==> src/rtl/hazard_ctrl_pkg.sv <==
// Shared types and defaults for the pipeline hazard controller.
package hazard_ctrl_pkg;

  localparam int RA_W_DEF       = 5;
  localparam int MD_TIMEOUT_DEF = 64;
  localparam int CNT_W_DEF      = 32;

  typedef enum logic [1:0] {
    ST_RUN      = 2'd0,
    ST_MD_BUSY  = 2'd1,
    ST_MD_DRAIN = 2'd2
  } state_e;

  typedef enum logic [1:0] {
    FWD_RF  = 2'b00,
    FWD_WB  = 2'b01,
    FWD_MEM = 2'b10
  } fwd_e;

  // Pipeline hold/kill controls produced by the FSM output decode.
  typedef struct packed {
    logic stall_if;
    logic stall_id;
    logic stall_ex;
    logic bubble_ex;
    logic flush_id;
  } ctrl_t;

endpackage

==> src/rtl/hazard_ctrl_if.sv <==
// Pipeline <-> hazard controller signal bundle. The i_/o_ prefixes are
// relative to the controller: the pipeline (master) drives i_*, reads o_*.
interface hazard_ctrl_if #(
  parameter int RA_W  = 5,
  parameter int CNT_W = 32
);
  logic [RA_W-1:0]  i_id_rs;
  logic [RA_W-1:0]  i_id_rt;
  logic             i_id_use_rs;
  logic             i_id_use_rt;
  logic [RA_W-1:0]  i_ex_rs;
  logic [RA_W-1:0]  i_ex_rt;
  logic [RA_W-1:0]  i_ex_rd;
  logic             i_ex_memread;
  logic             i_ex_muldiv;
  logic             i_branch_taken;
  logic [RA_W-1:0]  i_mem_rd;
  logic             i_mem_regwrite;
  logic [RA_W-1:0]  i_wb_rd;
  logic             i_wb_regwrite;
  logic             i_muldiv_done;
  logic             i_stat_clr;

  logic             o_stall_if;
  logic             o_stall_id;
  logic             o_stall_ex;
  logic             o_bubble_ex;
  logic             o_flush_id;
  logic [1:0]       o_fwd_a;
  logic [1:0]       o_fwd_b;
  logic             o_md_timeout;
  logic [CNT_W-1:0] o_stall_count;

  modport master (
    output i_id_rs, i_id_rt, i_id_use_rs, i_id_use_rt,
           i_ex_rs, i_ex_rt, i_ex_rd, i_ex_memread, i_ex_muldiv, i_branch_taken,
           i_mem_rd, i_mem_regwrite, i_wb_rd, i_wb_regwrite,
           i_muldiv_done, i_stat_clr,
    input  o_stall_if, o_stall_id, o_stall_ex, o_bubble_ex, o_flush_id,
           o_fwd_a, o_fwd_b, o_md_timeout, o_stall_count
  );

  modport slave (
    input  i_id_rs, i_id_rt, i_id_use_rs, i_id_use_rt,
           i_ex_rs, i_ex_rt, i_ex_rd, i_ex_memread, i_ex_muldiv, i_branch_taken,
           i_mem_rd, i_mem_regwrite, i_wb_rd, i_wb_regwrite,
           i_muldiv_done, i_stat_clr,
    output o_stall_if, o_stall_id, o_stall_ex, o_bubble_ex, o_flush_id,
           o_fwd_a, o_fwd_b, o_md_timeout, o_stall_count
  );
endinterface

==> src/rtl/hazard_ctrl_fwd_sel.sv <==
// EX operand forward select: EX/MEM result beats MEM/WB, $0 never forwards.
module hazard_ctrl_fwd_sel
  import hazard_ctrl_pkg::*;
#(
  parameter int RA_W = 5
) (
  input  logic [RA_W-1:0] i_src,
  input  logic [RA_W-1:0] i_mem_rd,
  input  logic            i_mem_we,
  input  logic [RA_W-1:0] i_wb_rd,
  input  logic            i_wb_we,
  output logic [1:0]      o_sel
);

  // priority compare of the two in-flight destinations against the source
  always_comb begin
    o_sel = FWD_RF;
    if (i_mem_we && (i_mem_rd != '0) && (i_mem_rd == i_src))
      o_sel = FWD_MEM;
    else if (i_wb_we && (i_wb_rd != '0) && (i_wb_rd == i_src))
      o_sel = FWD_WB;
  end

endmodule

==> src/rtl/hazard_ctrl.sv <==
// Hazard/sequencing controller for the 5-stage pipeline: load-use and
// mult/div stalls, branch flush, EX forwarding selects, stall statistics.
//
//  state       | meaning
//  ------------+--------------------------------------------------------
//  ST_RUN      | normal issue; branch flush or load-use stall per cycle
//  ST_MD_BUSY  | mult/div in flight, front end and EX held, timer running
//  ST_MD_DRAIN | result writes HI/LO, one bubble into EX, then ST_RUN
module hazard_ctrl
  import hazard_ctrl_pkg::*;
#(
  parameter int RA_W       = RA_W_DEF,
  parameter int MD_TIMEOUT = MD_TIMEOUT_DEF,
  parameter int CNT_W      = CNT_W_DEF
) (
  input  logic          clk,
  input  logic          reset,
  hazard_ctrl_if.slave  bus
);

  localparam int                TMR_W    = (MD_TIMEOUT > 1) ? $clog2(MD_TIMEOUT) : 1;
  localparam logic [TMR_W-1:0]  TMR_LOAD = TMR_W'(MD_TIMEOUT - 1);

  state_e           r_state;
  state_e           w_state_nxt;
  logic [TMR_W-1:0] r_timer;
  logic             r_md_timeout;
  logic [CNT_W-1:0] r_stall_count;
  logic             w_lu;
  logic             w_md_start;
  logic             w_md_expire;
  ctrl_t            w_ctrl;
  logic [1:0]       w_fwd_a;
  logic [1:0]       w_fwd_b;

  hazard_ctrl_fwd_sel #(.RA_W(RA_W)) u_fwd_a (
    .i_src    (bus.i_ex_rs),
    .i_mem_rd (bus.i_mem_rd),
    .i_mem_we (bus.i_mem_regwrite),
    .i_wb_rd  (bus.i_wb_rd),
    .i_wb_we  (bus.i_wb_regwrite),
    .o_sel    (w_fwd_a)
  );

  hazard_ctrl_fwd_sel #(.RA_W(RA_W)) u_fwd_b (
    .i_src    (bus.i_ex_rt),
    .i_mem_rd (bus.i_mem_rd),
    .i_mem_we (bus.i_mem_regwrite),
    .i_wb_rd  (bus.i_wb_rd),
    .i_wb_we  (bus.i_wb_regwrite),
    .o_sel    (w_fwd_b)
  );

  assign w_lu = bus.i_ex_memread && (bus.i_ex_rd != '0) &&
                ((bus.i_id_use_rs && (bus.i_ex_rd == bus.i_id_rs)) ||
                 (bus.i_id_use_rt && (bus.i_ex_rd == bus.i_id_rt)));

  assign w_md_start  = (r_state == ST_RUN) && bus.i_ex_muldiv && !bus.i_branch_taken;
  // Timer counts down from MD_TIMEOUT-1; reaching zero in MD_BUSY without
  // done means this is the MD_TIMEOUT-th busy cycle.
  assign w_md_expire = (r_state == ST_MD_BUSY) && !bus.i_muldiv_done && (r_timer == '0);

  // state register
  always_ff @(posedge clk or posedge reset) begin
    if (reset) r_state <= ST_RUN;
    else       r_state <= w_state_nxt;
  end

  // next-state decode
  always_comb begin
    w_state_nxt = r_state;
    case (r_state)
      ST_RUN:      if (w_md_start) w_state_nxt = ST_MD_BUSY;
      ST_MD_BUSY:  if (bus.i_muldiv_done) w_state_nxt = ST_MD_DRAIN;
                   else if (w_md_expire)  w_state_nxt = ST_RUN;
      ST_MD_DRAIN: w_state_nxt = ST_RUN;
      default:     w_state_nxt = ST_RUN;
    endcase
  end

  // output decode; branch flush takes precedence over a coincident load-use
  always_comb begin
    w_ctrl = '0;
    case (r_state)
      ST_RUN: begin
        if (bus.i_branch_taken) begin
          w_ctrl.flush_id  = 1'b1;
          w_ctrl.bubble_ex = 1'b1;
        end else if (w_lu) begin
          w_ctrl.stall_if  = 1'b1;
          w_ctrl.stall_id  = 1'b1;
          w_ctrl.bubble_ex = 1'b1;
        end
      end
      ST_MD_BUSY: begin
        w_ctrl.stall_if = 1'b1;
        w_ctrl.stall_id = 1'b1;
        w_ctrl.stall_ex = 1'b1;
      end
      ST_MD_DRAIN: begin
        w_ctrl.stall_if  = 1'b1;
        w_ctrl.stall_id  = 1'b1;
        w_ctrl.bubble_ex = 1'b1;
      end
      default: w_ctrl = '0;
    endcase
  end

  // mult/div watchdog down-counter, armed as the op enters EX
  always_ff @(posedge clk or posedge reset) begin
    if (reset)
      r_timer <= '0;
    else if (w_md_start)
      r_timer <= TMR_LOAD;
    else if ((r_state == ST_MD_BUSY) && (r_timer != '0))
      r_timer <= r_timer - 1'b1;
  end

  // sticky timeout flag, only reset clears it
  always_ff @(posedge clk or posedge reset) begin
    if (reset)            r_md_timeout <= 1'b0;
    else if (w_md_expire) r_md_timeout <= 1'b1;
  end

  // saturating count of front-end stall cycles; clear beats increment
  always_ff @(posedge clk or posedge reset) begin
    if (reset)
      r_stall_count <= '0;
    else if (bus.i_stat_clr)
      r_stall_count <= '0;
    else if (w_ctrl.stall_if && (r_stall_count != '1))
      r_stall_count <= r_stall_count + 1'b1;
  end

  // a taken branch can only resolve while the pipeline is issuing
  always @(posedge clk) begin
    if (!reset && (r_state != ST_RUN))
      assert (!bus.i_branch_taken);
  end

  assign bus.o_stall_if    = !reset && w_ctrl.stall_if;
  assign bus.o_stall_id    = !reset && w_ctrl.stall_id;
  assign bus.o_stall_ex    = !reset && w_ctrl.stall_ex;
  assign bus.o_bubble_ex   = !reset && w_ctrl.bubble_ex;
  assign bus.o_flush_id    = !reset && w_ctrl.flush_id;
  assign bus.o_fwd_a       = reset ? FWD_RF : w_fwd_a;
  assign bus.o_fwd_b       = reset ? FWD_RF : w_fwd_b;
  assign bus.o_md_timeout  = r_md_timeout;
  assign bus.o_stall_count = r_stall_count;

endmodule
==> src/flat_wrapper.sv <==
// flat-port wrapper written by rule: the top's interface ports become plain ports
module hazard_ctrl_flat import hazard_ctrl_pkg::*;
#(
  parameter int RA_W       = RA_W_DEF,
  parameter int MD_TIMEOUT = MD_TIMEOUT_DEF,
  parameter int CNT_W      = CNT_W_DEF
)
  (clk, reset, bus_i_id_rs, bus_i_id_rt, bus_i_id_use_rs, bus_i_id_use_rt, bus_i_ex_rs, bus_i_ex_rt, bus_i_ex_rd, bus_i_ex_memread, bus_i_ex_muldiv, bus_i_branch_taken, bus_i_mem_rd, bus_i_mem_regwrite, bus_i_wb_rd, bus_i_wb_regwrite, bus_i_muldiv_done, bus_i_stat_clr, bus_o_stall_if, bus_o_stall_id, bus_o_stall_ex, bus_o_bubble_ex, bus_o_flush_id, bus_o_fwd_a, bus_o_fwd_b, bus_o_md_timeout, bus_o_stall_count);
  hazard_ctrl_if #(.RA_W(RA_W), .CNT_W(CNT_W)) bus_i ();
  input  logic clk;
  input  logic reset;
  input wire logic [$bits(bus_i.i_id_rs)-1:0] bus_i_id_rs;
  input wire logic [$bits(bus_i.i_id_rt)-1:0] bus_i_id_rt;
  input wire logic [$bits(bus_i.i_id_use_rs)-1:0] bus_i_id_use_rs;
  input wire logic [$bits(bus_i.i_id_use_rt)-1:0] bus_i_id_use_rt;
  input wire logic [$bits(bus_i.i_ex_rs)-1:0] bus_i_ex_rs;
  input wire logic [$bits(bus_i.i_ex_rt)-1:0] bus_i_ex_rt;
  input wire logic [$bits(bus_i.i_ex_rd)-1:0] bus_i_ex_rd;
  input wire logic [$bits(bus_i.i_ex_memread)-1:0] bus_i_ex_memread;
  input wire logic [$bits(bus_i.i_ex_muldiv)-1:0] bus_i_ex_muldiv;
  input wire logic [$bits(bus_i.i_branch_taken)-1:0] bus_i_branch_taken;
  input wire logic [$bits(bus_i.i_mem_rd)-1:0] bus_i_mem_rd;
  input wire logic [$bits(bus_i.i_mem_regwrite)-1:0] bus_i_mem_regwrite;
  input wire logic [$bits(bus_i.i_wb_rd)-1:0] bus_i_wb_rd;
  input wire logic [$bits(bus_i.i_wb_regwrite)-1:0] bus_i_wb_regwrite;
  input wire logic [$bits(bus_i.i_muldiv_done)-1:0] bus_i_muldiv_done;
  input wire logic [$bits(bus_i.i_stat_clr)-1:0] bus_i_stat_clr;
  output wire logic [$bits(bus_i.o_stall_if)-1:0] bus_o_stall_if;
  output wire logic [$bits(bus_i.o_stall_id)-1:0] bus_o_stall_id;
  output wire logic [$bits(bus_i.o_stall_ex)-1:0] bus_o_stall_ex;
  output wire logic [$bits(bus_i.o_bubble_ex)-1:0] bus_o_bubble_ex;
  output wire logic [$bits(bus_i.o_flush_id)-1:0] bus_o_flush_id;
  output wire logic [$bits(bus_i.o_fwd_a)-1:0] bus_o_fwd_a;
  output wire logic [$bits(bus_i.o_fwd_b)-1:0] bus_o_fwd_b;
  output wire logic [$bits(bus_i.o_md_timeout)-1:0] bus_o_md_timeout;
  output wire logic [$bits(bus_i.o_stall_count)-1:0] bus_o_stall_count;
  assign bus_i.i_id_rs = bus_i_id_rs;
  assign bus_i.i_id_rt = bus_i_id_rt;
  assign bus_i.i_id_use_rs = bus_i_id_use_rs;
  assign bus_i.i_id_use_rt = bus_i_id_use_rt;
  assign bus_i.i_ex_rs = bus_i_ex_rs;
  assign bus_i.i_ex_rt = bus_i_ex_rt;
  assign bus_i.i_ex_rd = bus_i_ex_rd;
  assign bus_i.i_ex_memread = bus_i_ex_memread;
  assign bus_i.i_ex_muldiv = bus_i_ex_muldiv;
  assign bus_i.i_branch_taken = bus_i_branch_taken;
  assign bus_i.i_mem_rd = bus_i_mem_rd;
  assign bus_i.i_mem_regwrite = bus_i_mem_regwrite;
  assign bus_i.i_wb_rd = bus_i_wb_rd;
  assign bus_i.i_wb_regwrite = bus_i_wb_regwrite;
  assign bus_i.i_muldiv_done = bus_i_muldiv_done;
  assign bus_i.i_stat_clr = bus_i_stat_clr;
  assign bus_o_stall_if = bus_i.o_stall_if;
  assign bus_o_stall_id = bus_i.o_stall_id;
  assign bus_o_stall_ex = bus_i.o_stall_ex;
  assign bus_o_bubble_ex = bus_i.o_bubble_ex;
  assign bus_o_flush_id = bus_i.o_flush_id;
  assign bus_o_fwd_a = bus_i.o_fwd_a;
  assign bus_o_fwd_b = bus_i.o_fwd_b;
  assign bus_o_md_timeout = bus_i.o_md_timeout;
  assign bus_o_stall_count = bus_i.o_stall_count;
  hazard_ctrl #(.RA_W(RA_W), .MD_TIMEOUT(MD_TIMEOUT), .CNT_W(CNT_W)) u_core (.clk(clk), .reset(reset), .bus(bus_i));
endmodule
==> config.mk <==
export PLATFORM = sky130hd
export DESIGN_NAME = hazard_ctrl_flat
export DESIGN_NICKNAME = d
export VERILOG_FILES = /design/src/rtl/hazard_ctrl_pkg.sv /design/src/rtl/hazard_ctrl_if.sv /design/src/rtl/hazard_ctrl_fwd_sel.sv /design/src/rtl/hazard_ctrl.sv /design/src/flat_wrapper.sv
export SDC_FILE = /design/constraint.sdc
export NUM_CORES = 1
export LEC_CHECK = 0
export CAP_MARGIN = 0
export CORE_ASPECT_RATIO = 0.8
export CORE_MARGIN = 8
export CORE_UTILIZATION = 45
export DETAILED_ROUTE_END_ITERATION = 6
export PLACE_DENSITY = 0.78
export SYNTH_ARGS = -nofsm -noshare
export SYNTH_HDL_FRONTEND = slang
export SYNTH_SLANG_ARGS = --single-unit
==> constraint.sdc <==
create_clock -name clk -period 3.28 [get_ports clk]
set_input_delay 0.328 -clock clk [delete_from_list [all_inputs] [get_ports clk]]
set_output_delay 0.328 -clock clk [all_outputs]
set_load 0.02 [all_outputs]
### Yosys cells after proc, flatten, opt, wreduce, memory -nomap -nowiden

Cells that the tools add are included.

| storage, ports and cells | value |
|---|---|
| bits in registers | 41 |
| input bits | 46 |
| output and inout bits | 42 |
| logic and storage cells | 75 |

| operators by class | value |
|---|---|
| add/sub/neg operators | 2 |
| eq/ne operators | 11 |
| muxes and demuxes | 23 |
| reduce and logical (&&, ||, !) cells | 35 |

Operator list:

| kind | count |
|---|---|
| 32-bit two-way mux | 2 |
| 32-bit by 1-bit adder with 32-bit output (second input constant) | 1 |
| 32-bit inequality test (second input constant) | 1 |
| 5-bit == test | 6 |
| 1-bit logical AND | 21 |
| 2-bit two-way mux | 9 |
| 5-bit nonzero test | 3 |
| 6-bit two-way mux | 2 |
| 2-bit case mux with 2 select lines | 2 |
| 1-bit two-way mux | 7 |
| 6-bit zero test | 1 |
| 6-bit nonzero test | 1 |
| 6-bit by 1-bit subtractor with 6-bit output (second input constant) | 1 |
| 2-bit nonzero test | 2 |
| 1-bit zero test | 3 |
| 3-bit by 2-bit inequality test with 1-bit output (second input constant) | 1 |
| 2-bit by 1-bit == test with 1-bit output (second input constant) | 1 |
| 2-bit == test (second input constant) | 1 |
| 2-bit zero test | 1 |
| 2-bit by 1-bit inequality test with 1-bit output (second input constant) | 1 |
| 1-bit case mux with 2 select lines | 1 |
| 2-bit AND reduction | 1 |
| 2-bit OR reduction | 1 |
| 1-bit logical OR | 1 |

### Longest topological paths before layout

Gate-level depths: netlist of run 1.

| depth | value |
|---|---|
| depth after elaboration | 10 |
| depth in mapped cells | 10 |

### By module

Synthesis of run 1 repeated with hierarchy kept, for this count alone.

| unflattened totals | value |
|---|---|
| cells, all modules | 321 |
| area total of the unflattened synthesis | 2850.2 um^2 |

By module, submodules not included:

| module | times used | cells each | area each (um^2) | seq. area each (um^2) |
|---|---|---|---|---|
| hazard_ctrl | 1 | 281 | 2547.4 | 1026.0 |
| hazard_ctrl_fwd_sel | 2 | 20 | 151.4 | 0.0 |

### Least setup slack after synthesis of run 1

No wires, ideal clock.

| path | value |
|---|---|
| kind | input -> output |
| start | input reset |
| end | output bus_o_fwd_a[0] |
| arrival time | 2594 ps |
| data required time | 2952 ps |
| slack | 358 ps |
| stages | 4 |
| buffers on the path | 0 |
| cell sequence | inv_1 o211ai_1 or4_1 nor4_1 |

| between the ends | value |
|---|---|
| cells in the longest elaborated chain, start to end | 1 |

Ends and longest elaborated chain:

| item | line | text |
|---|---|---|
| start, declared | flat_wrapper.sv:11 | `input logic reset;` |
| 2-bit two-way mux | hazard_ctrl.sv:146 | `assign bus.o_fwd_a = reset ? FWD_RF : w_fwd_a;` |
| end, declared | flat_wrapper.sv:33 | `output wire logic [$bits(bus_i.o_fwd_a)-1:0] bus_o_fwd_a;` |

No other way between the ends.

### Worst setup path after layout of run 1

| path | value |
|---|---|
| start | input bus_i_mem_rd[0] |
| end | output bus_o_fwd_a[0] |

| between the ends | value |
|---|---|
| cells in the longest elaborated chain, start to end | 5 |
| elaborated cells between the ends (all ways) | 6 |
| those cells by class | eq/ne (1); mux (2); reduce/logical (3) |

Ends and longest elaborated chain:

| item | line | text |
|---|---|---|
| start, declared | flat_wrapper.sv:22 | `input wire logic [$bits(bus_i.i_mem_rd)-1:0] bus_i_mem_rd;` |
| 5-bit nonzero test | hazard_ctrl_fwd_sel.sv:18 | `if (i_mem_we && (i_mem_rd != '0) && (i_mem_rd == i_src))` |
| 1-bit logical AND | hazard_ctrl_fwd_sel.sv:18 |  |
| 1-bit logical AND (*) | hazard_ctrl_fwd_sel.sv:18 |  |
| 2-bit two-way mux (*) | hazard_ctrl_fwd_sel.sv:18 |  |
| 2-bit two-way mux (*) | hazard_ctrl.sv:146 |  |

Every way passes the cells marked *; elsewhere a longest branch is shown, timed or not.

==> run_results.csv, run 1 <==
group,metric,value,unit
setup_path,crit_required,2950,ps
synth,yosysUniqueCellTypes,41,
cells_and_area,layout-drive-gt1-share,4.51,%
synth,synth_xor_area_share,11.4,%
routing,dr.pass1.iters,4,
routing,drc,0,
clock_network,cts_max_level,2,
routing,vias,2732,
global_routing,grt_pass1_vias,2831,
power_and_ir_drop,p_int,0.929,mW
die,ios,88,
synth,async_flop_share,100,%
setup_path,start_kind,"input port",
synth,synth_fa_ha_area_share,3.18,%
cells_and_area,layout_commonest_cell,"clkdlybuf4s50_1",
clock_network,cts_resized,0,
power_and_ir_drop,seqPwrFrac,39.6,%
cells_and_area,area_delta_synth_final,37.3,%
clock_network,cts_tree,"yes",
synth,avgSynthCellArea,8.83,um^2
synth,synth-edff-count,0,
timing,finClkSkew,8.04,ps
power_and_ir_drop,ir_drop,0.329,mV
clock_network,ctsHoldBuffers,0,
synth,synth_top_family_by_area,"simple AND/OR/NAND/NOR gates",
timing,setup_tns,0,ps
synth,syn_nets,365,
synth,muxShareOfSynthArea,2.82,%
routing,via_per_inst,5.69,
routing,wire_per_inst,16.1,um
power_and_ir_drop,power.switching,0.543,mW
power_and_ir_drop,combinationalPowerShare,38.0,%
synth,synth_area,2750,um^2
synth,synthCells,312,
cells_and_area,nNetsFinal,451,
setup_path,cp_data_arrival_time,2860,ps
clock_network,post_cts_buffers,0,
setup_path,worst-setup-path-type,"in -> out",
clock_network,cts-root-buf,"clkbuf_8",
setup_path,cp-end-kind,"output port",
setup_path,crit_family,"buffers and inverters",
setup_path,crit_path_frequent_cell,"clkdlybuf4s50_1",
timing,slew_headroom,58.0,%
setup_path,crit_chain,"clkdlybuf4s50_1 -> or4_1 -> o21ai_0 -> nor3_1 -> nor4_1 -> clkdlybuf4s50_1",
routing,postRouteAntennaNets,0,
power_and_ir_drop,p_clk_share,22.4,%
timing,slew_violations,0,
power_and_ir_drop,switching_share,36.9,%
setup_path,worst-path-buf-inv,2,
cells_and_area,final_cell_mix,"87 x clkdlybuf4s50_1, 41 x dfrtp_1, 27 x a21oi_1",
die,die_y,86.0,um
job,max-cap-violations,0,
placed_design,place_hpwl,6060,um
die,num_rows,25,
global_routing,grt_max_degree,50,
synth,synth_compound_area_share,14.1,%
routing,drt_iter0_drc,138,
placed_design,io_buffers,87,
routing,routed_wl,7750,um
clock_network,clock_latency,290,ps
global_routing,grt_use_total,18.1,%
cells_and_area,diodes,0,
die,start_util,46.6,%
timing,finalSetupViolations,0,
hold_path,min-delay-path-class,"reg -> reg",
power_and_ir_drop,leakage,1.37,nW
global_routing,grt_antenna_before_repair,0,
setup_path,path_max_fanout,4,
clock_network,clock_path_buffers,2,
die,die_w,103,um
power_and_ir_drop,power_density,390,nW/um^2
global_routing,grt_pass1_wl,13100,um
synth,synth_warnings,0,
die,fp.dieArea,8890,um^2
global_routing,grt.overflow.total,0,
placed_design,gp_congestion,0.820,
clock_network,path_clk_slew,80,ps
timing,post-route-min-period,3190,ps
setup_path,cp_slowest_cell,"clkdlybuf4s50_1",
synth,synth_flop_cell,"dfrtp_1",
die,core_area,5910,um^2
timing,max_freq,0.314,GHz
timing,period_share,97.2,%
clock_network,cts_num_sinks,41,
timing,rsz0062_at_grt,"false",
synth,synth-seq-cells,41,
synth,ys_seq_area_share,37.3,%
timing,hold_ws,475,ps
clock_network,cts-buffers-inserted,5,
timing,hold_viol,0,
synth,yosys.area_share.simple,27.3,%
setup_path,slowest_delay,680,ps
timing,worst_pin_slew,628,ps
outcome,outcome,"finished, final reports clean",
[cells in the mapped netlist (all sizes together) (4+ instances only)]
cell    instances  area share (%)
a21oi          27             4.9
nand3          14             2.5
xnor2          23             7.3
ha              7             3.2
buf             4             1.0
o41ai           4             1.3
nand4b          4             1.3
nor2           17             2.3
o21ai          16             2.9
dfrtp          41              37
and3            4            0.91
nand4           9             2.0
nor2b           8             1.8
mux2            6             2.5
o31ai           9             2.5
nor4           13             3.2
inv            14             1.9
xor2           13             4.1
nor3            4            0.73
clkbuf          7            0.95
nand2          22             3.0
or4            15             4.1
or3            13             3.1
[worst register-to-register path, cell delays in order, from the launching register on]
cell     delay (ps)
dfrtp_1         420
inv_1           100
ha_1            250
nor3b_1         280
nor2_1           70
a21o_1          180
or3_4           570
nor4_1          360
mux2_1          360
[path summary, 6_finish.rpt]
check                                        startpoint                      endpoint  slack, ps  depth (start not counted)
worst min register to register  u_core.bus.o_md_timeout       u_core.bus.o_md_timeout        480                          1
worst max-delay path                    bus_i_mem_rd[0]                bus_o_fwd_a[0]         90                          6
worst min-delay path            u_core.bus.o_md_timeout       u_core.bus.o_md_timeout        480                          1
min in group asynchronous                         reset  u_core.bus.o_stall_count[25]        680                          3
max in group asynchronous                         reset  u_core.bus.o_stall_count[30]       2220                          3
worst max register to register        u_core.r_state[0]  u_core.bus.o_stall_count[13]        580                          8
[kinds of logic after synthesis]
| kind of cell | count (synthesis) |
|---|---|
| compound gates | 64 |
| xor+xnor | 36 |
| fa+ha+maj | 7 |
| buf+inv | 25 |
| flops | 41 |
| mux | 7 |
| simple gates | 132 |
[power groups by stage]
stage	clock (mW)	combinational [mW]	sequential, mW
floorplan	0	0.377	0.591
global placement	0	0.535	0.589
detailed placement	0	0.558	0.591
CTS	0.336	0.562	0.583
global route	0.355	0.621	0.589
finish	0.330	0.559	0.584
[final cells by class]
class / instances / area [um^2]
flip-flops and latches: 41 / 1030
fillers: 523 / 2130
multi-input cells: 246 / 1620
well taps: 81 / 101
clock buffers: 5 / 68.8
inverters: 14 / 52.6
repair buffers: 90 / 893
clock inverters: 3 / 17.5
[registers in the layout, indices dropped and copies added (netlist names)]
name / flops
u_core.r_state: 2
u_core.bus.o_md_timeout: 1
u_core.bus.o_stall_count: 32
u_core.r_timer: 6
[metal layers]
| layer | up-vias | wire [um] | global-route usage (%) | share of wire [%] |
|---|---|---|---|---|
| li1 | 1314 | - | - | - |
| met1 | 1304 | 3250 | 22.1 | 42 |
| met2 | 101 | 3500 | 27.8 | 45 |
| met3 | 13 | 883 | 8.33 | 11 |
| met4 | 0 | 109 | 4.72 | 1.4 |
| met5 | - | 0 | 0 | 0 |
[per-stage QoR]
step | power, mW | instances | setup WS, ps | cell area [um^2] | util (%)
2_1_floorplan | 0.968 | 312 | 358 | 2750 | -
3_3_place_gp | 1.12 | 472 | 237 | 3690 | 62.5
3_5_place_dp | 1.15 | 472 | 96.0 | 3690 | 62.5
4_1_cts | 1.48 | 480 | 101 | 3780 | 63.9
5_1_grt | 1.57 | 480 | 22.8 | 3780 | 63.9
6_report | 1.47 | 480 | 92.4 | 3780 | 63.9
Note: power is estimated with default switching activity, not from simulation.
==> inputs of run 2 (changes only) <==
- CAP_MARGIN: 0 -> 10
- GPL_TIMING_DRIVEN: not set -> 0
- PLACE_DENSITY: 0.78 -> 0.77
- SYNTH_HIERARCHICAL: not set -> 1
==> run_results.csv, run 2 <==
group,metric,value,unit
timing,worst_pin_slew,875,ps
clock_network,cts_num_sinks,41,
setup_path,r2r_start,"u_core/r_state[1]",
global_routing,grt_pass1_vias,2720,
routing,postRouteAntennaNets,0,
power_and_ir_drop,ir_drop,0.277,mV
cells_and_area,fill_cells,554,
clock_network,clock_latency,290,ps
clock_network,cts-buffers-inserted,5,
hold_path,min-delay-path-class,"reg -> reg",
routing,drt_iter0_drc,144,
die,fp.dieArea,9150,um^2
synth,netlist.area_leader.share,36.0,%
power_and_ir_drop,power_density,377,nW/um^2
setup_path,crit_required,2950,ps
setup_path,crit_chain,"clkdlybuf4s50_1 -> or4_1 -> o211ai_2 -> inv_1 -> a21boi_2 -> buf_4 -> nor2_1 -> buf_4 -> clkdlybuf4s50_1",
setup_path,cp-end-kind,"output port",
synth,yosysTopAreaCell,"dfrtp_1",
cells_and_area,diodes,0,
clock_network,cts_tree,"yes",
cells_and_area,area_delta_synth_final,36.8,%
synth,synth-seq-cells,41,
synth,synth_area,2850,um^2
synth,yosysUniqueCellTypes,46,
global_routing,grt.overflow.total,0,
power_and_ir_drop,seqPwrFrac,38.9,%
synth,synth_area_leaders,"dfrtp_1 36%, xnor2_1 7.1%, xor2_1 5.8%, nor2_1 3.8%, nand3_1 3.3%",
setup_path,crit_start,"bus_i_ex_rd[1]",
timing,hold_viol,0,
routing,dr.pass1.iters,4,
cells_and_area,layout-drive-gt1-share,8.45,%
cells_and_area,seqCellArea,1030,um^2
global_routing,grt_use_total,17.6,%
global_routing,grt_pass1_wl,13200,um
synth,synth_warnings,6,
outcome,outcome,"finished, final reports clean",
routing,via_per_inst,5.50,
clock_network,ctsHoldBuffers,0,
cells_and_area,layout_commonest_cell,"clkdlybuf4s50_1",
clock_network,cts_resized,0,
synth,netlist_top_cells_count,"41 x dfrtp_1, 29 x nor2_1, 25 x nand2_1",
setup_path,worst-setup-path-type,"in -> out",
timing,rsz0062_at_grt,"false",
placed_design,io_buffers,87,
placed_design,gp_congestion,0.798,
setup_path,cp_slowest_cell,"or4_1",
job,max-cap-violations,0,
synth,async_flop_share,100,%
power_and_ir_drop,power.switching,0.542,mW
clock_network,clock_path_buffers,2,
setup_path,worstRegToRegCells,8,
cells_and_area,multi_input_area,1730,um^2
setup_path,regToRegEndpoint,"u_core/bus.o_stall_count[23]",
synth,syn_nets,374,
timing,slew_headroom,41.6,%
global_routing,grt_max_degree,43,
routing,routed_wl,7950,um
placed_design,place_hpwl,6280,um
die,die_w,105,um
synth,avgSynthCellArea,8.88,um^2
timing,period_share,94.8,%
power_and_ir_drop,leakage,1.50,nW
hold_path,hold_path_startpoint,"u_core/bus.o_md_timeout",
clock_network,cts_max_level,2,
synth,synthCells,321,
cells_and_area,nNetsFinal,468,
synth,synth-edff-count,0,
hold_path,min_path_cells,1,
die,core_area,6250,um^2
timing,finalSetupViolations,0,
clock_network,cts-root-buf,"clkbuf_8",
synth,synth_flop_cell,"dfrtp_1",
setup_path,start_kind,"input port",
power_and_ir_drop,combinationalPowerShare,40.5,%
timing,finClkSkew,11.5,ps
cells_and_area,largest_reg_flops,32,
cells_and_area,final_cell_mix,"87 x clkdlybuf4s50_1, 41 x dfrtp_1, 29 x nor2_1",
clock_network,path_clk_slew,70,ps
cells_and_area,instances_no_fill,498,
timing,slew_violations,0,
synth,ys_seq_area_share,36.0,%
routing,wire_per_inst,16.0,um
power_and_ir_drop,finalPower,1.47,mW
hold_path,min_to,"u_core/bus.o_md_timeout",
clock_network,post_cts_buffers,0,
timing,setup_tns,0,ps
synth,synth_most_common_cell,"dfrtp_1",
setup_path,reg2reg_setup_slack,760,ps
die,start_util,45.6,%
die,ios,88,
power_and_ir_drop,switching_share,36.9,%
setup_path,path_max_fanout,10,
routing,drc,0,
setup_path,cp_data_arrival_time,2780,ps
routing,vias,2738,
global_routing,grt_antenna_before_repair,0,
timing,post-route-min-period,3110,ps
placed_design,place_inst,492,
die,num_rows,26,
power_and_ir_drop,p_clk_share,20.6,%
timing,max_freq,0.322,GHz
setup_path,slowest_delay,600,ps
power_and_ir_drop,p_int,0.929,mW
die,die_y,87.2,um
run 2: how the worst max path moves through the flow:
stage	depth (start not counted)	end	slack (ps)
6_report	9	bus_o_stall_if	170
5_1_grt	9	bus_o_stall_if	60
4_1_cts	9	bus_o_stall_if	160
3_5_place_dp	9	bus_o_stall_if	170
3_3_place_gp	4	bus_o_flush_id	-140
2_1_floorplan	9	bus_o_stall_if	1090
run 2: routing by layer:
metal	GRT usage (%)	routed length, um
met1	21.4	3480
met3	4.22	429
met2	30.4	3910
met4	4.91	126
met5	0	0
run 2: cells by family after synthesis:
family | count (synthesis) | synth area share, %
AND/OR/NAND/NOR | 153 | 30.0
multiplexers | 5 | 1.93
buffers and inverters | 22 | 3.29
AO/OA/AOI/OAI | 51 | 12.8
adder cells (fa/ha/maj) | 7 | 3.07
flip-flops | 41 | 36.0
XOR/XNOR | 42 | 12.9
run 2: power groups by stage:
stage | Sequential [mW] | Combinational [mW] | Clock [mW]
floorplan | 0.579 | 0.380 | 0
global placement | 0.580 | 0.581 | 0
detailed placement | 0.583 | 0.591 | 0
CTS | 0.572 | 0.595 | 0.313
global route | 0.578 | 0.653 | 0.338
finish | 0.572 | 0.596 | 0.303
run 2: worst max-delay path, delay by kind of cell:
family | cells | cell delay (ps)
buffers and inverters | 5 | 1400
AO/OA/AOI/OAI | 2 | 370
AND/OR/NAND/NOR | 2 | 670
run 2: area by class of cell:
class / count / area share (%)
clock buffer: 5 / 1.76
inverter: 12 / 1.15
clock inverter: 1 / 0.128
tap: 84 / 2.69
buffer: 10 / 1.25
timing repair buffer: 87 / 22.3
multi-input combinational: 258 / 44.4
sequential: 41 / 26.3
run 2: stage by stage:
stage | setup slack (ps) | hold WS (ps) | cell area, um^2 | util [%]
floorplan | 1090 | 486 | 2850 | -
global placement | -144 | 483 | 3830 | 61.3
detailed placement | 166 | 476 | 3830 | 61.3
CTS | 158 | 506 | 3900 | 62.4
global route | 61.4 | 519 | 3900 | 62.4
finish | 171 | 506 | 3900 | 62.4
==> inputs of run 3 (changes only) <==
- CAP_MARGIN: 10 -> 20
- CORE_MARGIN: 8 -> 4
- clock period: 3.28 -> 3.9 ns (I/O delays scaled with it)
==> run_results.csv, run 3 (same netlist as run 2, synthesis figures left out) <==
group,metric,value,unit
outcome,outcome,"finished, final reports clean",
cells_and_area,nNetsFinal,468,
global_routing,grt_pass1_wl,13200,um
setup_path,cp-end-kind,"output port",
setup_path,cp_data_arrival_time,2840,ps
hold_path,hold_path_startpoint,"u_core/bus.o_md_timeout",
timing,worst_pin_slew,863,ps
cells_and_area,area_delta_synth_final,38.1,%
setup_path,reg2reg_setup_slack,1360,ps
routing,drt_iter0_drc,167,
power_and_ir_drop,power.switching,0.489,mW
cells_and_area,multi_input_area,1730,um^2
global_routing,grt_antenna_before_repair,0,
power_and_ir_drop,ir_drop,0.206,mV
setup_path,start_kind,"input port",
routing,vias,2814,
timing,post-route-min-period,3230,ps
power_and_ir_drop,seqPwrFrac,35.8,%
clock_network,ctsHoldBuffers,0,
cells_and_area,layout_commonest_cell,"clkdlybuf4s50_1",
setup_path,r2r_start,"u_core/r_state[1]",
die,ios,88,
timing,finalSetupViolations,0,
timing,hold_ws,504,ps
clock_network,clock_latency,290,ps
routing,postRouteAntennaNets,0,
cells_and_area,final_cell_mix,"87 x clkdlybuf4s50_1, 41 x dfrtp_1, 29 x nor2_1",
routing,dr.pass1.iters,5,
clock_network,cts-buffers-inserted,5,
routing,drc,0,
job,max-cap-violations,0,
power_and_ir_drop,power_density,342,nW/um^2
global_routing,grt_use_total,20.9,%
power_and_ir_drop,p_clk_share,26.0,%
routing,routed_wl,7870,um
clock_network,cts_max_level,2,
clock_network,cts-root-buf,"clkbuf_8",
die,fp.dieArea,7680,um^2
power_and_ir_drop,leakage,1.51,nW
die,die_w,97.0,um
die,num_rows,25,
timing,setup_tns,0,ps
global_routing,grt_max_degree,43,
die,core_area,6040,um^2
timing,period_share,82.7,%
die,start_util,47.2,%
timing,finClkSkew,5.21,ps
hold_path,min_path_cells,1,
power_and_ir_drop,switching_share,36.4,%
setup_path,worst-setup-path-type,"in -> out",
power_and_ir_drop,p_int,0.857,mW
clock_network,post_cts_buffers,0,
hold_path,min-delay-path-class,"reg -> reg",
setup_path,regToRegEndpoint,"u_core/bus.o_stall_count[18]",
clock_network,cts_num_sinks,41,
clock_network,cts_resized,0,
cells_and_area,seqCellArea,1030,um^2
clock_network,clock_path_buffers,2,
power_and_ir_drop,combinationalPowerShare,38.2,%
setup_path,crit_required,3510,ps
timing,slew_violations,0,
setup_path,path_max_fanout,10,
global_routing,grt_pass1_vias,2666,
die,die_y,79.2,um
clock_network,cts_tree,"yes",
global_routing,grt.overflow.total,0,
timing,hold_viol,0,
timing,rsz0062_at_grt,"false",
routing,wire_per_inst,15.8,um
placed_design,place_hpwl,6040,um
timing,slew_headroom,42.4,%
setup_path,crit_start,"bus_i_ex_rd[1]",
placed_design,gp_congestion,0.874,
clock_network,path_clk_slew,80,ps
cells_and_area,diodes,0,
hold_path,min_to,"u_core/bus.o_md_timeout",
placed_design,io_buffers,87,
cells_and_area,layout-drive-gt1-share,8.89,%
cells_and_area,largest_reg_flops,32,
routing,via_per_inst,5.66,
setup_path,worstRegToRegCells,9,
cells_and_area,fill_cells,502,
timing,max_freq,0.310,GHz
[run 3: power by group through the flow]
| stage | Combinational [mW] | Sequential [mW] | Clock (mW) |
|---|---|---|---|
| 2_1_floorplan | 0.319 | 0.487 | 0 |
| 3_3_place_gp | 0.491 | 0.489 | 0 |
| 3_5_place_dp | 0.508 | 0.490 | 0 |
| 4_1_cts | 0.513 | 0.481 | 0.356 |
| 5_1_grt | 0.564 | 0.486 | 0.373 |
| 6_report | 0.514 | 0.482 | 0.350 |
[run 3: metrics by stage]
step | cells | worst slack, ps | total power, mW | area, um^2 | utilization, %
2_1_floorplan | 321 | 1650 | 0.807 | 2850 | -
3_3_place_gp | 489 | 355 | 0.980 | 3820 | 63.3
3_5_place_dp | 489 | 675 | 0.997 | 3820 | 63.3
4_1_cts | 497 | 667 | 1.35 | 3940 | 65.2
5_1_grt | 497 | 572 | 1.42 | 3940 | 65.2
6_report | 497 | 674 | 1.35 | 3940 | 65.2
[run 3: layer usage]
layer / vias up / share of wire [%] / global-route usage [%]
li1: 1352 / - / -
met1: 1346 / 45 / 29.7
met2: 105 / 47 / 33.7
met3: 11 / 6.2 / 3.60
met4: 0 / 1.4 / 4.49
met5: - / 0 / 0
[run 3: area by class of cell]
cell class	count	area share, %
inverter	12	1.14
buffer	10	1.24
timing repair buffer	87	22.1
tap	81	2.57
sequential	41	26.1
clock inverter	3	1.18
multi-input combinational	258	43.9
clock buffer	5	1.75
[run 3: how the worst max path moves through the flow]
stage	to	slack (ps)	cells after the start
2_1_floorplan	bus_o_stall_if	1650	9
3_3_place_gp	bus_o_flush_id	350	4
3_5_place_dp	bus_o_stall_if	670	9
4_1_cts	bus_o_stall_if	670	9
5_1_grt	bus_o_stall_if	570	9
6_report	bus_o_stall_if	670	9
[run 3: critical path, cell delays in order]
cell	delay, ps
clkdlybuf4s50_1	460
or4_1	590
o211ai_2	210
inv_1	80
a21boi_2	180
buf_4	190
nor2_1	70
buf_4	140
clkdlybuf4s50_1	520
